[src/rtl/axi_read_channel_mux.sv]
// axi_read_channel_mux
// Sits behind the two-master AXI read arbiter. Accepts the granted master's
// AR request into a holding register, forwards it to the single slave port,
// then locks the route and steers the R channel back to the owning master
// until the RLAST beat completes. The handshake output is the pulse that
// advances the arbiter's round-robin priority.
//
// Optional feature: define AXI_MUX_TIMEOUT_EN to enable an idle-R watchdog.
// It answers a silent slave with one synthetic SLVERR/RLAST beat after
// TIMEOUT_CYCLES quiet DATA cycles.
//
// state | meaning
// ------+-----------------------------------------------------------
// IDLE  | waiting for a granted master with arvalid; arready = grant
// ADDR  | registered AR payload presented to the slave until s_arready
// DATA  | R channel routed to the owner until the RLAST handshake
module axi_read_channel_mux #(
    parameter int ADDR_W         = 32,
    parameter int ID_W           = 4,
    parameter int DATA_W         = 32,
    parameter int TIMEOUT_CYCLES = 256
) (
    input  logic              clk,
    input  logic              rst,
    input  logic              grant_m0,
    input  logic              grant_m1,
    output logic              handshake,
    input  logic [ADDR_W-1:0] m0_araddr,
    input  logic [ID_W-1:0]   m0_arid,
    input  logic [7:0]        m0_arlen,
    input  logic              m0_arvalid,
    output logic              m0_arready,
    input  logic [ADDR_W-1:0] m1_araddr,
    input  logic [ID_W-1:0]   m1_arid,
    input  logic [7:0]        m1_arlen,
    input  logic              m1_arvalid,
    output logic              m1_arready,
    output logic [ADDR_W-1:0] s_araddr,
    output logic [ID_W-1:0]   s_arid,
    output logic [7:0]        s_arlen,
    output logic              s_arvalid,
    input  logic              s_arready,
    input  logic [DATA_W-1:0] s_rdata,
    input  logic [ID_W-1:0]   s_rid,
    input  logic [1:0]        s_rresp,
    input  logic              s_rlast,
    input  logic              s_rvalid,
    output logic              s_rready,
    output logic [DATA_W-1:0] m0_rdata,
    output logic [ID_W-1:0]   m0_rid,
    output logic [1:0]        m0_rresp,
    output logic              m0_rlast,
    output logic              m0_rvalid,
    input  logic              m0_rready,
    output logic [DATA_W-1:0] m1_rdata,
    output logic [ID_W-1:0]   m1_rid,
    output logic [1:0]        m1_rresp,
    output logic              m1_rlast,
    output logic              m1_rvalid,
    input  logic              m1_rready,
    output logic              busy
);

    localparam logic [1:0] IDLE = 2'd0;
    localparam logic [1:0] ADDR = 2'd1;
    localparam logic [1:0] DATA = 2'd2;

    logic [1:0]        state;
    logic              owner;
    logic [ADDR_W-1:0] pl_addr;
    logic [ID_W-1:0]   pl_id;
    logic [7:0]        pl_len;

    logic              in_idle;
    logic              in_data;
    logic              accept0;
    logic              accept1;
    logic              owner_rready;
    logic              r_hs;
    logic              r_done;
    logic              timeout_beat;

    logic [DATA_W-1:0] r_data;
    logic [ID_W-1:0]   r_id;
    logic [1:0]        r_resp;
    logic              r_last;
    logic              r_valid;

    assign in_idle = (state == IDLE);
    assign in_data = (state == DATA);

    // M0 wins an illegal double grant, so m1_arready is masked by grant_m0.
    assign m0_arready = ~rst & in_idle & grant_m0;
    assign m1_arready = ~rst & in_idle & grant_m1 & ~grant_m0;
    assign accept0    = m0_arready & m0_arvalid;
    assign accept1    = m1_arready & m1_arvalid;
    assign handshake  = accept0 | accept1;

    assign s_arvalid = (state == ADDR);
    assign s_araddr  = pl_addr;
    assign s_arid    = pl_id;
    assign s_arlen   = pl_len;
    assign busy      = (state == ADDR) | in_data;

    assign owner_rready = owner ? m1_rready : m0_rready;
    assign r_hs         = s_rvalid & s_rready;

`ifdef AXI_MUX_TIMEOUT_EN
    localparam int CNT_W = $clog2(TIMEOUT_CYCLES) + 1;

    logic [CNT_W-1:0] tmo_cnt;

    assign timeout_beat = in_data & (tmo_cnt == CNT_W'(TIMEOUT_CYCLES - 1));
    assign r_done       = (r_hs & s_rlast) | (timeout_beat & owner_rready);

    // Quiet-cycle counter: restarts on DATA entry and on every R beat,
    // and parks at the limit while the synthetic beat waits for the owner.
    always_ff @(posedge clk) begin
        if (rst) begin
            tmo_cnt <= '0;
        end else if ((state == ADDR) && s_arready) begin
            tmo_cnt <= '0;
        end else if (in_data) begin
            if (r_hs) begin
                tmo_cnt <= '0;
            end else if (!timeout_beat) begin
                tmo_cnt <= tmo_cnt + 1'b1;
            end
        end
    end
`else
    // No watchdog: the burst ends only on RLAST. TIMEOUT_CYCLES is referenced
    // here so the parameter stays tied in this build; the result is always 0.
    assign timeout_beat = (TIMEOUT_CYCLES < 0);
    assign r_done       = r_hs & s_rlast;
`endif

    // R-path steering: pass-through from the slave, or the synthetic error beat.
    always_comb begin
        r_data   = s_rdata;
        r_id     = s_rid;
        r_resp   = s_rresp;
        r_last   = s_rlast;
        r_valid  = in_data & s_rvalid;
        s_rready = in_data & owner_rready;
        if (timeout_beat) begin
            r_data   = '0;
            r_id     = pl_id;
            r_resp   = 2'b10;
            r_last   = 1'b1;
            r_valid  = 1'b1;
            s_rready = 1'b0;
        end
    end

    // Payload lines go to both masters; only the owner sees rvalid.
    assign m0_rdata  = r_data;
    assign m0_rid    = r_id;
    assign m0_rresp  = r_resp;
    assign m0_rlast  = r_last;
    assign m0_rvalid = r_valid & ~owner;
    assign m1_rdata  = r_data;
    assign m1_rid    = r_id;
    assign m1_rresp  = r_resp;
    assign m1_rlast  = r_last;
    assign m1_rvalid = r_valid & owner;

    // Sequencing FSM with the AR holding register and route owner.
    always_ff @(posedge clk) begin
        if (rst) begin
            state   <= IDLE;
            owner   <= 1'b0;
            pl_addr <= '0;
            pl_id   <= '0;
            pl_len  <= '0;
        end else begin
            case (state)
                IDLE: begin
                    if (accept0) begin
                        pl_addr <= m0_araddr;
                        pl_id   <= m0_arid;
                        pl_len  <= m0_arlen;
                        owner   <= 1'b0;
                        state   <= ADDR;
                    end else if (accept1) begin
                        pl_addr <= m1_araddr;
                        pl_id   <= m1_arid;
                        pl_len  <= m1_arlen;
                        owner   <= 1'b1;
                        state   <= ADDR;
                    end
                end
                ADDR: begin
                    if (s_arready) begin
                        state <= DATA;
                    end
                end
                DATA: begin
                    if (r_done) begin
                        state <= IDLE;
                    end
                end
                default: state <= IDLE;
            endcase
        end
    end

endmodule

[config.mk]
export PLATFORM = sky130hd
export DESIGN_NAME = axi_read_channel_mux
export DESIGN_NICKNAME = d
export VERILOG_FILES = /design/src/rtl/axi_read_channel_mux.sv
export SDC_FILE = /design/constraint.sdc
export NUM_CORES = 1
export LEC_CHECK = 0
export BUFFER_PORTS_ARGS = -buffer_cell sky130_fd_sc_hd__buf_2
export CAP_MARGIN = 20
export CORE_AREA = 4 4 101 103
export CTS_BUF_LIST = sky130_fd_sc_hd__clkbuf_4 sky130_fd_sc_hd__clkbuf_8 sky130_fd_sc_hd__clkbuf_16
export CTS_CLUSTER_DIAMETER = 120
export DETAILED_ROUTE_END_ITERATION = 6
export DIE_AREA = 0 0 105 107
export PLACE_DENSITY_LB_ADDON = 0.12
export SLEW_MARGIN = 25
export SYNTH_ARGS = -nofsm -noshare
export SYNTH_HDL_FRONTEND = slang
export SYNTH_SLANG_ARGS = --single-unit
[constraint.sdc]
create_clock -name clk -period 1.9 [get_ports clk]
set_input_delay 0.285 -clock clk [delete_from_list [all_inputs] [get_ports clk]]
set_output_delay 0.285 -clock clk [all_outputs]
set_load 0.01 [all_outputs]
==> results.ini, run 1 <==
[setup_path]
cp-start-kind=register
cp_max_fo=11
required_ps=1620
setup.worst_path.class=register to primary output
critPathCaptureType=primary output
cp.arrival_ps=1490

[timing]
slew_headroom_pct=71.6
period_share_pct=93.5
drv_slew=0
max_freq_ghz=0.563
setup_viol=0
tightest_slew_ps=421
fin_crit_ps=1780
setup_ws_ps=124
rsz0062_at_grt=false
setup_tns_ps=0
finalHoldViolCount=0
fin_skew_ps=4.72

[cts]
clk_pin_slew_ps=90
cts.sinks=47
cts-root-buf=clkbuf_8
clk_latency_ps=300
cts_buffers=5
cts_max_level=2
cts_tree=done
ctsLongestPathBuffers=2

[detailed_routing]
first_pass_iters=4
route.detailed.drc=0
wire_per_inst_um=16.3
ant_nets=0
drtIter0Drc=61
wl_mm=8.78
viasPerCell=4.81
vias=2597

[placement]
io_buffer_count=152
placed_area_um2=3130
detailed_place_hpwl_mm=6.24
pre_cts_ws_ps=153
place.gp.congestion=0.713
dp.cells=527

[grt]
antenna_found_initial=0
grt_max_degree=61
grt_overflow_total=0
grt_pass1_wl_mm=13.0
grt_usage_pct=14.3
grt_pass1_vias=2446

[power_and_ir_drop]
ir_drop_mv=0.335
pwr-share-seq_pct=40.3
p_switching_mw=1.06
p_clk_share_pct=20.6
internal-power_mw=1.96
powerDensity_nw_per_um2=914
comb_power_share_pct=39.1
p_leak_nw=1.57
swShare_pct=35.1

[floorplan]
die_area_um2=11200
io_pins=267
coreArea_um2=9200
rows=35
die-width_um=105
start_util_pct=30.7
die_h_um=107

[finish]
final_area_um2=3310
area.growth.synth_to_final_pct=17.2
instances_no_fill=540
nNetsFinal=570
nFillCells=997
num_antenna_cells=0
layout_commonest_cell=buf_2
drive_gt1_share_pct=44.1
final_cell_mix=buf_2, nand2_1, nor2_1, dfxtp_1, a311oi_1

[status]
status=finished clean

[flow_run]
drv_cap=0

[yosys]
syn_avg_cell_area_um2=7.91
syn-instance-count=357
ys_seq_area_share_pct=33.3
synth_warnings=0
synth_area_um2=2830
post_synth_num_cell_types=28
syn_nets=498
yosys_register_bits=47

[worst_hold_path]
hold_path_class=primary input to register

flip-flops by register name, summed over array words and instances, names as in the netlist:
name / count
s_arlen: 8
owner: 1
s_arid: 4
s_araddr: 32
state: 2
synth_stat cells:
cell	count	area share, %
o221ai_1	1	0.31
and3_1	1	0.22
buf_6	4	1.6
dfxtp_1	47	33
a211oi_1	1	0.27
o21ai_0	1	0.18
a21oi_1	1	0.18
buf_2	9	1.6
mux2i_1	1	0.35
a311oi_1	34	11
clkbuf_1	9	1.2
and3b_1	1	0.31
a31o_2	1	0.31
nand2_1	91	12
nand3b_1	1	0.27
buf_4	79	21
ha_1	4	1.8
and2_1	1	0.22
nand2_2	1	0.22
nand2b_1	4	0.89
a21oi_2	1	0.31
inv_1	2	0.27
nor2_1	47	6.2
a311oi_2	10	5.3
nor2b_1	1	0.22
nand4_1	1	0.22
a31oi_1	2	0.44
nor3_1	1	0.18
per-layer routing:
metal / track usage, % / routed length [um] / share of wire (%) / vias to the layer above
met5: 0 / 0 / 0 / -
met4: 4.31 / 152 / 1.7 / 0
met3: 5.24 / 807 / 9.2 / 16
met2: 24.1 / 4150 / 47 / 137
met1: 17.0 / 3660 / 42 / 1177
li1: - / - / - / 1267
worst paths after layout:
| path | cells past startpoint | endpoint | slack [ps] | start |
|---|---|---|---|---|
| min reg2reg | 2 | s_araddr[20]$_SDFFE_PP0P_ | 490 | s_araddr[20]$_SDFFE_PP0P_ |
| min | 3 | s_araddr[9]$_SDFFE_PP0P_ | 240 | m1_araddr[9] |
| max | 6 | handshake | 120 | state[1]$_SDFFE_PP0P_ |
| max reg2reg | 7 | s_arlen[1]$_SDFFE_PP0P_ | 160 | state[1]$_SDFFE_PP0P_ |
cells by family after synthesis:
| logic type | count (synthesis) | synth area share, % |
|---|---|---|
| flops | 47 | 33.3 |
| fa+ha+maj | 4 | 1.77 |
| compound gates | 52 | 17.8 |
| mux | 1 | 0.354 |
| simple gates | 150 | 21.1 |
| buf+inv | 103 | 25.6 |
power groups by stage:
stage                     combinational, mW  clock, mW  sequential [mW]
final                                  1.18      0.625             1.22
after detailed placement               1.10          0             1.24
after CTS                              1.15      0.652             1.22
after global routing                   1.31      0.690             1.24
after global placement                 1.10          0             1.24
after floorplan                       0.782          0             1.30
per-stage QoR:
stage	power (mW)	hold WS [ps]	util, %
after floorplan	2.08	444	-
after global placement	2.34	481	34.0
after detailed placement	2.35	489	34.0
after CTS	3.02	223	35.4
after global routing	3.25	225	36.0
final	3.03	237	36.0
critical path, stage by stage (launching register included):
cell and delay, ps:
dfxtp_1 340, inv_1 100, ha_2 210, nand2b_1 100, a21oi_4 170, buf_12 150, buf_2 130
layout make-up:
class | count | area (um2) | area share, %
clock inverters | 1 | 5.00 | 0.151
well taps | 111 | 139 | 4.19
multi-input cells | 207 | 1170 | 35.4
clock buffers | 6 | 82.6 | 2.49
flip-flops and latches | 47 | 941 | 28.4
repair buffers | 166 | 966 | 29.2
inverters | 2 | 7.51 | 0.227
repair_timing:
item                                    in CTS  in global routing
endpoints found under the setup margin       1                 35
cloned                                       1                  1
resized for setup                            0                  3
buffers inserted                             1                  3
hold buffers                                 0                  0
pin swaps                                    0                  0
Note: power is estimated with default switching activity, not from simulation.
==> run 2: changes to the inputs <==
--- a/config.mk
+++ b/config.mk
@@ -7,11 +7,11 @@
 export LEC_CHECK = 0
 export BUFFER_PORTS_ARGS = -buffer_cell sky130_fd_sc_hd__buf_2
 export CAP_MARGIN = 20
-export CORE_AREA = 4 4 101 103
+export CORE_AREA = 4 4 102 104
 export CTS_BUF_LIST = sky130_fd_sc_hd__clkbuf_4 sky130_fd_sc_hd__clkbuf_8 sky130_fd_sc_hd__clkbuf_16
 export CTS_CLUSTER_DIAMETER = 120
 export DETAILED_ROUTE_END_ITERATION = 6
-export DIE_AREA = 0 0 105 107
+export DIE_AREA = 0 0 106 108
 export PLACE_DENSITY_LB_ADDON = 0.12
 export SLEW_MARGIN = 25
 export SYNTH_ARGS = -nofsm -noshare
==> constraint.sdc (replaced) <==
create_clock -name clk -period 1.49 [get_ports clk]
set_input_delay 0.2235 -clock clk [delete_from_list [all_inputs] [get_ports clk]]
set_output_delay 0.2235 -clock clk [all_outputs]
set_load 0.01 [all_outputs]
==> run 2 against run 1 <==
Effect of this change: the run now ends with setup timing left; wire length is 6.3% higher; die area increased by 1.9%; global-route usage up 1.1 points; first-iteration DRC count increased by 82%; clock power increased by 84%; largest power group is now combinational logic; highest routed layer unchanged.
==> results.ini, run 2 (synthesis results as in run 1) <==
[status]
status=finished, violations left
violations=setup timing

[power_and_ir_drop]
swShare_pct=32.8  ; -2.2 points
power_mw=4.63  ; +53%
p_clk_share_pct=24.8  ; +4.2 points
internal-power_mw=3.11  ; +58%
pwr-share-seq_pct=33.7  ; -6.6 points
p_switching_mw=1.52  ; +43%
comb_power_share_pct=41.6  ; +2.5 points
powerDensity_nw_per_um2=1240  ; +35%
p_leak_nw=1.71  ; +8.6%
ir_drop_mv=0.483  ; +44%

[finish]
num_antenna_cells=0  ; unchanged
fin_util_pct=39.1  ; +3.1 points
layout_commonest_cell=buf_2
nNetsFinal=582  ; +2.1%
largest_reg_flops=32  ; unchanged
area.growth.synth_to_final_pct=32.3
drive_gt1_share_pct=52.7  ; +8.7 points
nFillCells=1032  ; +3.5%
final_cell_mix=buf_2, nand2_1, nor2_1, dfxtp_1, a311oi_1

[floorplan]
die-width_um=106  ; +0.95%
die_area_um2=11400  ; +1.9%
io_pins=267  ; unchanged
rows=36  ; +2.9%
start_util_pct=29.6  ; -1.1 points
coreArea_um2=9550  ; +3.8%
die_h_um=108  ; +0.93%

[timing]
setup_viol=48  ; +48
whs_ps=174  ; -62.8 ps
fin_crit_ps=1610
period_share_pct=108
setup_tns_ps=-2050  ; -2050 ps
slew_headroom_pct=69.7  ; -1.9 points
max_freq_ghz=0.622
rsz0062_at_grt=true
setup_ws_ps=-117  ; -241 ps
fin_skew_ps=7.78  ; +3.06 ps
finalHoldViolCount=0  ; unchanged
drv_slew=0  ; unchanged
tightest_slew_ps=455  ; +33.3 ps

[detailed_routing]
first_pass_iters=4  ; unchanged
wire_per_inst_um=16.2  ; -0.16%
ant_nets=0  ; unchanged
vias=2646  ; +1.9%
wl_mm=9.33  ; +6.3%
drtIter0Drc=111  ; +82%
route.detailed.drc=0  ; unchanged
viasPerCell=4.60  ; -4.3%

[setup_path]
crit_path_start=state[0]$_SDFFE_PP0P_
reg2reg_to=s_araddr[29]$_SDFFE_PP0P_
reg2reg_depth=7  ; unchanged
worstSetupEndpoint=m1_rvalid
cp_max_fo=4  ; -7
regToRegSetupSlack_ps=-70  ; -230 ps
critPathCaptureType=primary output
cp.arrival_ps=1380  ; -110 ps
cp-start-kind=register
setup.worst_path.class=register to primary output
required_ps=1270  ; -350 ps
r2r_start=state[1]$_SDFFE_PP0P_

[placement]
pre_cts_ws_ps=-45.7  ; -198 ps
place.gp.congestion=0.691  ; -3.2%
io_buffer_count=152  ; unchanged
detailed_place_hpwl_mm=6.24  ; +0.13%

[worst_hold_path]
hold_path_class=primary input to register
hold_depth=3  ; unchanged

[grt]
grt_overflow_total=0  ; unchanged
grt_max_degree=36  ; -41%
antenna_found_initial=0  ; unchanged
grt_usage_pct=15.4  ; +1.1 points
grt_pass1_wl_mm=13.9  ; +7.0%
grt_pass1_vias=2553  ; +4.4%

[cts]
clk_latency_ps=300  ; about the same
cts_max_level=2  ; unchanged
cts_tree=done
cts-root-buf=clkbuf_8
ctsLongestPathBuffers=2  ; unchanged
cts_buffers=5  ; unchanged
cts.sinks=47  ; unchanged
hold_buffers=0  ; unchanged
clk_pin_slew_ps=90  ; about the same

[flow_run]
drv_cap=0  ; unchanged

==> run 2: cell type report <==
class                   count  area [um2]  area share (%)
clock inverters             2        60.1            1.61
well taps                 133         166            4.45
clock buffers               6        76.3            2.04
flip-flops and latches     47         943            25.2
inverters                   2        7.51           0.201
repair buffers            178        1190            31.8
multi-input cells         207        1300            34.7
==> run 2: power by group through the flow <==
stage / logic (mW) / clock network, mW / registers, mW
2_1_floorplan: 1.04 / 0 / 1.66
3_3_place_gp: 1.53 / 0 / 1.58
3_5_place_dp: 1.54 / 0 / 1.58
4_1_cts: 1.81 / 1.19 / 1.56
5_1_grt: 2.11 / 1.25 / 1.59
6_report: 1.92 / 1.15 / 1.56
==> run 2: metal layers <==
metal  vias up  part of all wire (%)  GRT usage [%]  wire length (um)
li1       1300                     -              -                 -
met1      1195                    41           18.8              3840
met2       124                    47           25.6              4430
met3        27                   8.5           4.78               791
met4         0                   2.9           5.74               274
met5         -                     0              0                 0
==> run 2: how the worst min path moves through the flow <==
stage	from	endpoint
after floorplan	m1_araddr[0]	s_araddr[0]$_SDFFE_PP0P_
after global placement	s_rdata[19]	m0_rdata[19]
after detailed placement	s_rdata[19]	m0_rdata[19]
after CTS	m1_araddr[23]	s_araddr[23]$_SDFFE_PP0P_
after global routing	m1_araddr[0]	s_araddr[0]$_SDFFE_PP0P_
final	m1_araddr[0]	s_araddr[0]$_SDFFE_PP0P_
==> run 2: critical path, stage by stage, from the launching register on <==
cell and delay, ps:
dfxtp_2 350, inv_2 50, buf_4 130, buf_6 110
ha_4 170, and3_4 160, buf_6 110
==> run 2: repair_timing <==
action / in CTS / in global routing
gates cloned: 3 / 2
endpoints found under the setup margin: 49 / 53
setup buffers: 5 / 3
pin swaps: 1 / 5
resized for setup: 14 / 22
==> run 2: metrics by stage <==
stage          instances  cell area (um2)
2_1_floorplan        357             2880
3_3_place_gp         555             3270
3_5_place_dp         555             3270
4_1_cts              571             3590
5_1_grt              575             3740
6_report             575             3740
==> run 3: changes to the inputs <==
--- a/config.mk
+++ b/config.mk
@@ -5,6 +5,7 @@
 export SDC_FILE = /design/constraint.sdc
 export NUM_CORES = 1
 export LEC_CHECK = 0
+export ABC_AREA = 1
 export BUFFER_PORTS_ARGS = -buffer_cell sky130_fd_sc_hd__buf_2
 export CAP_MARGIN = 20
 export CORE_AREA = 4 4 102 104
==> run 3 against run 2 <==
Effect of this change: the run still ends with setup timing left; wire length decreased by 9.0%; area after synthesis increased by 6.2%; sequential power about the same; utilization increased by 0.58 points; non-clock buffer count decreased by 2; clock skew about the same; critical path depth increased by 2; combinational power increased by 3%; flip-flop and latch count unchanged; global-route usage decreased by 1.6 points; worst setup slack got worse by 63 ps; register-to-register slack got worse by 90 ps; largest cell class unchanged.
==> results.ini, run 3 <==
[floorplan]
die_area_um2=11400  ; unchanged
die-width_um=106  ; unchanged
die_h_um=108  ; unchanged
coreArea_um2=9550  ; unchanged
rows=36  ; unchanged
start_util_pct=31.4  ; +1.8 points
io_pins=267  ; unchanged

[setup_path]
crit_path_start=state[1]$_SDFFE_PP0P_
cp_common_cell=inv_2
critPathMaxStageDelay_ps=330  ; -20 ps
setup.worst_path.class=register to primary output
required_ps=1270  ; about the same
cp-start-kind=register
worstSetupEndpoint=handshake
reg2reg_depth=11  ; +4
crit_chain=inv_2 -> ha_4 -> inv_2 -> nor2_4 -> nand4_1 -> nand2_2 -> buf_12 -> buf_6
cp_max_fo=3  ; -1
cp.buffers_inverters=4  ; unchanged
cpLargestDelayFamily=simple AND/OR/NAND/NOR gates
regToRegSetupSlack_ps=-160  ; -90 ps
crit_cells=8  ; +2
critPathCaptureType=primary output
r2r_start=state[1]$_SDFFE_PP0P_
reg2reg_to=s_araddr[23]$_SDFFE_PP0P_
cp.arrival_ps=1450  ; +70 ps
slowest_stage=dfxtp_2

[detailed_routing]
wl_mm=8.49  ; -9.0%
viasPerCell=4.13  ; -10%
route.detailed.drc=0  ; unchanged
vias=2778  ; +5.0%
first_pass_iters=4  ; unchanged
drtIter0Drc=88  ; -21%
ant_nets=0  ; unchanged
wire_per_inst_um=12.6  ; -22%

[yosys]
synth_area_um2=3000  ; +6.2%
async_flop_share_pct=0  ; unchanged
synth-edff-count=0  ; unchanged
ys_seq_area_share_pct=31.4  ; -1.9 points
yosys.area.top_type=dfxtp_1
post_synth_num_cell_types=20  ; -29%
synth_most_common_cell=nor2_1
synthTopCellsByCount=nor2_1, buf_4, inv_1, nand2_1, o21ai_0
syn_avg_cell_area_um2=6.58  ; -17%
synthFlopType=dfxtp_1
synth_warnings=0  ; unchanged
synth_top_area_share_pct=31.4  ; -1.9 points
synth.area.top_cells=dfxtp_1, buf_4, nor2_1, o21ai_0, inv_1
syn_nets=597  ; +20%
yosys_register_bits=47  ; unchanged
syn-instance-count=456  ; +28%

[timing]
finalHoldViolCount=0  ; unchanged
setup_viol=49  ; +2.1%
rsz0062_at_grt=true
fin_skew_ps=7.52  ; -0.258 ps
fin_crit_ps=1670  ; +63.4 ps
whs_ps=248  ; +73.8 ps
max_freq_ghz=0.599  ; -3.8%
tightest_slew_ps=386  ; -68.9 ps
setup_ws_ps=-180  ; -63.4 ps
period_share_pct=112  ; +4.3 points
slew_headroom_pct=74.0  ; +4.3 points
drv_slew=0  ; unchanged

[cts]
cts_max_level=2  ; unchanged
clk_latency_ps=290  ; about the same
cts_tree=done
clk_pin_slew_ps=90  ; about the same
cts_buffers=5  ; unchanged
ctsLongestPathBuffers=2  ; unchanged
cts-root-buf=clkbuf_8
cts.sinks=47  ; unchanged

[power_and_ir_drop]
power_mw=4.32  ; -6.7%
p_clk_share_pct=18.0  ; -6.8 points
p_leak_nw=2.14  ; +26%
ir_drop_mv=0.360  ; -26%
swShare_pct=36.4  ; +3.6 points
powerDensity_nw_per_um2=1140  ; -8.0%
comb_power_share_pct=46.0  ; +4.4 points
p_switching_mw=1.57  ; +3.4%
internal-power_mw=2.75  ; -12%
pwr-share-seq_pct=36.0  ; +2.3 points

[grt]
grt_pass1_vias=2663  ; +4.3%
grt_usage_pct=13.8  ; -1.6 points
antenna_found_initial=0  ; unchanged
grt_overflow_total=0  ; unchanged
grt_pass1_wl_mm=12.9  ; -7.4%
grt_max_degree=61  ; +69%

[flow_run]
drv_cap=0  ; unchanged

[status]
status=finished, violations left
violations=setup timing

[finish]
layout_commonest_cell=buf_2
drive_gt1_share_pct=40.4  ; -12 points
area.growth.synth_to_final_pct=26.4
largest_reg_flops=32  ; unchanged
nNetsFinal=679  ; +17%
num_antenna_cells=0  ; unchanged
final_cell_mix=buf_2, nor2_1, inv_1

[placement]
pre_cts_ws_ps=-95.2  ; -49.5 ps
place.gp.congestion=0.751  ; +8.8%
detailed_place_hpwl_mm=6.02  ; -3.6%
io_buffer_count=152  ; unchanged

[worst_hold_path]
min_from=m1_araddr[19]
hold_path_class=primary input to register

## run 3: changes by cell type after synthesis, sizes merged, moves of 4 or more
cell    before  now
a311oi      44    0
buf         92   88
clkbuf       9   13
inv          2   57
nand2       92   52
nand2b       4    0
nand3        0    4
nor2        47   94
o21ai        1   88
## run 3: what timing repair did
action / 4_1_cts / 5_1_grt
pin swaps: 5 / 8
endpoints found under the setup margin: 52 / 54
hold buffers: 0 / 0
resized for setup: 28 / 22
buffers inserted: 7 / 1
gates cloned: 1 / 2
hold endpoints to repair: 0 / 0
## run 3: through the flow
step                      setup TNS (ps)  cell area (um2)  util [%]  instances
after floorplan                        0             3000         -        456
after global placement             -1350             3390      35.5        654
after detailed placement           -3690             3390      35.5        654
after CTS                          -9510             3650      38.2        670
after global routing              -12980             3790      39.7        672
final                              -6220             3790      39.7        672
## run 3: power groups by stage
stage	clock network (mW)	logic, mW	registers (mW)
2_1_floorplan	0	1.03	1.65
3_3_place_gp	0	1.52	1.57
3_5_place_dp	0	1.54	1.57
4_1_cts	0.811	1.79	1.55
5_1_grt	0.848	2.22	1.58
6_report	0.776	1.98	1.56
## run 3: area by class of cell
| type | count | area [um2] |
|---|---|---|
| clock buffers | 6 | 76.3 |
| clock inverters | 2 | 12.5 |
| fillers | 1072 | 5760 |
| inverters | 57 | 224 |
| multi-input cells | 251 | 1270 |
| flip-flops and latches | 47 | 943 |
| well taps | 133 | 166 |
| repair buffers | 176 | 1100 |
## run 3: cells by family (layout without fill, tap and decap cells)
| kind of cell | after synthesis | count (layout) | synth area share (%) |
|---|---|---|---|
| fa+ha+maj | 4 | 4 | 1.67 |
| buf+inv | 158 | 241 | 31.0 |
| compound gates | 93 | 93 | 15.6 |
| simple gates | 154 | 154 | 20.4 |
| flops | 47 | 47 | 31.4 |
## run 3: worst min path at each step
stage / endpoint / depth (start not counted) / slack, ps
floorplan: s_araddr[0]$_SDFFE_PP0P_ / 4 / 460
global placement: m0_rdata[3] / 0 / 450
detailed placement: m0_rdata[3] / 0 / 450
CTS: s_araddr[19]$_SDFFE_PP0P_ / 5 / 240
global route: s_arid[2]$_SDFFE_PP0P_ / 5 / 270
finish: s_araddr[19]$_SDFFE_PP0P_ / 5 / 250
## run 3: routing by layer
layer	vias to the layer above	global-route usage, %	wire [um]
li1	1486	-	-
met1	1171	16.0	3560
met2	102	24.0	4130
met3	19	4.78	706
met4	0	4.07	93
met5	-	0	0
## run 3: worst min-delay path: cells and delay by family
kind,cells,cell delay [ps]
AO/OA/AOI/OAI,1,60
buffers and inverters,1,70
AND/OR/NAND/NOR,3,160
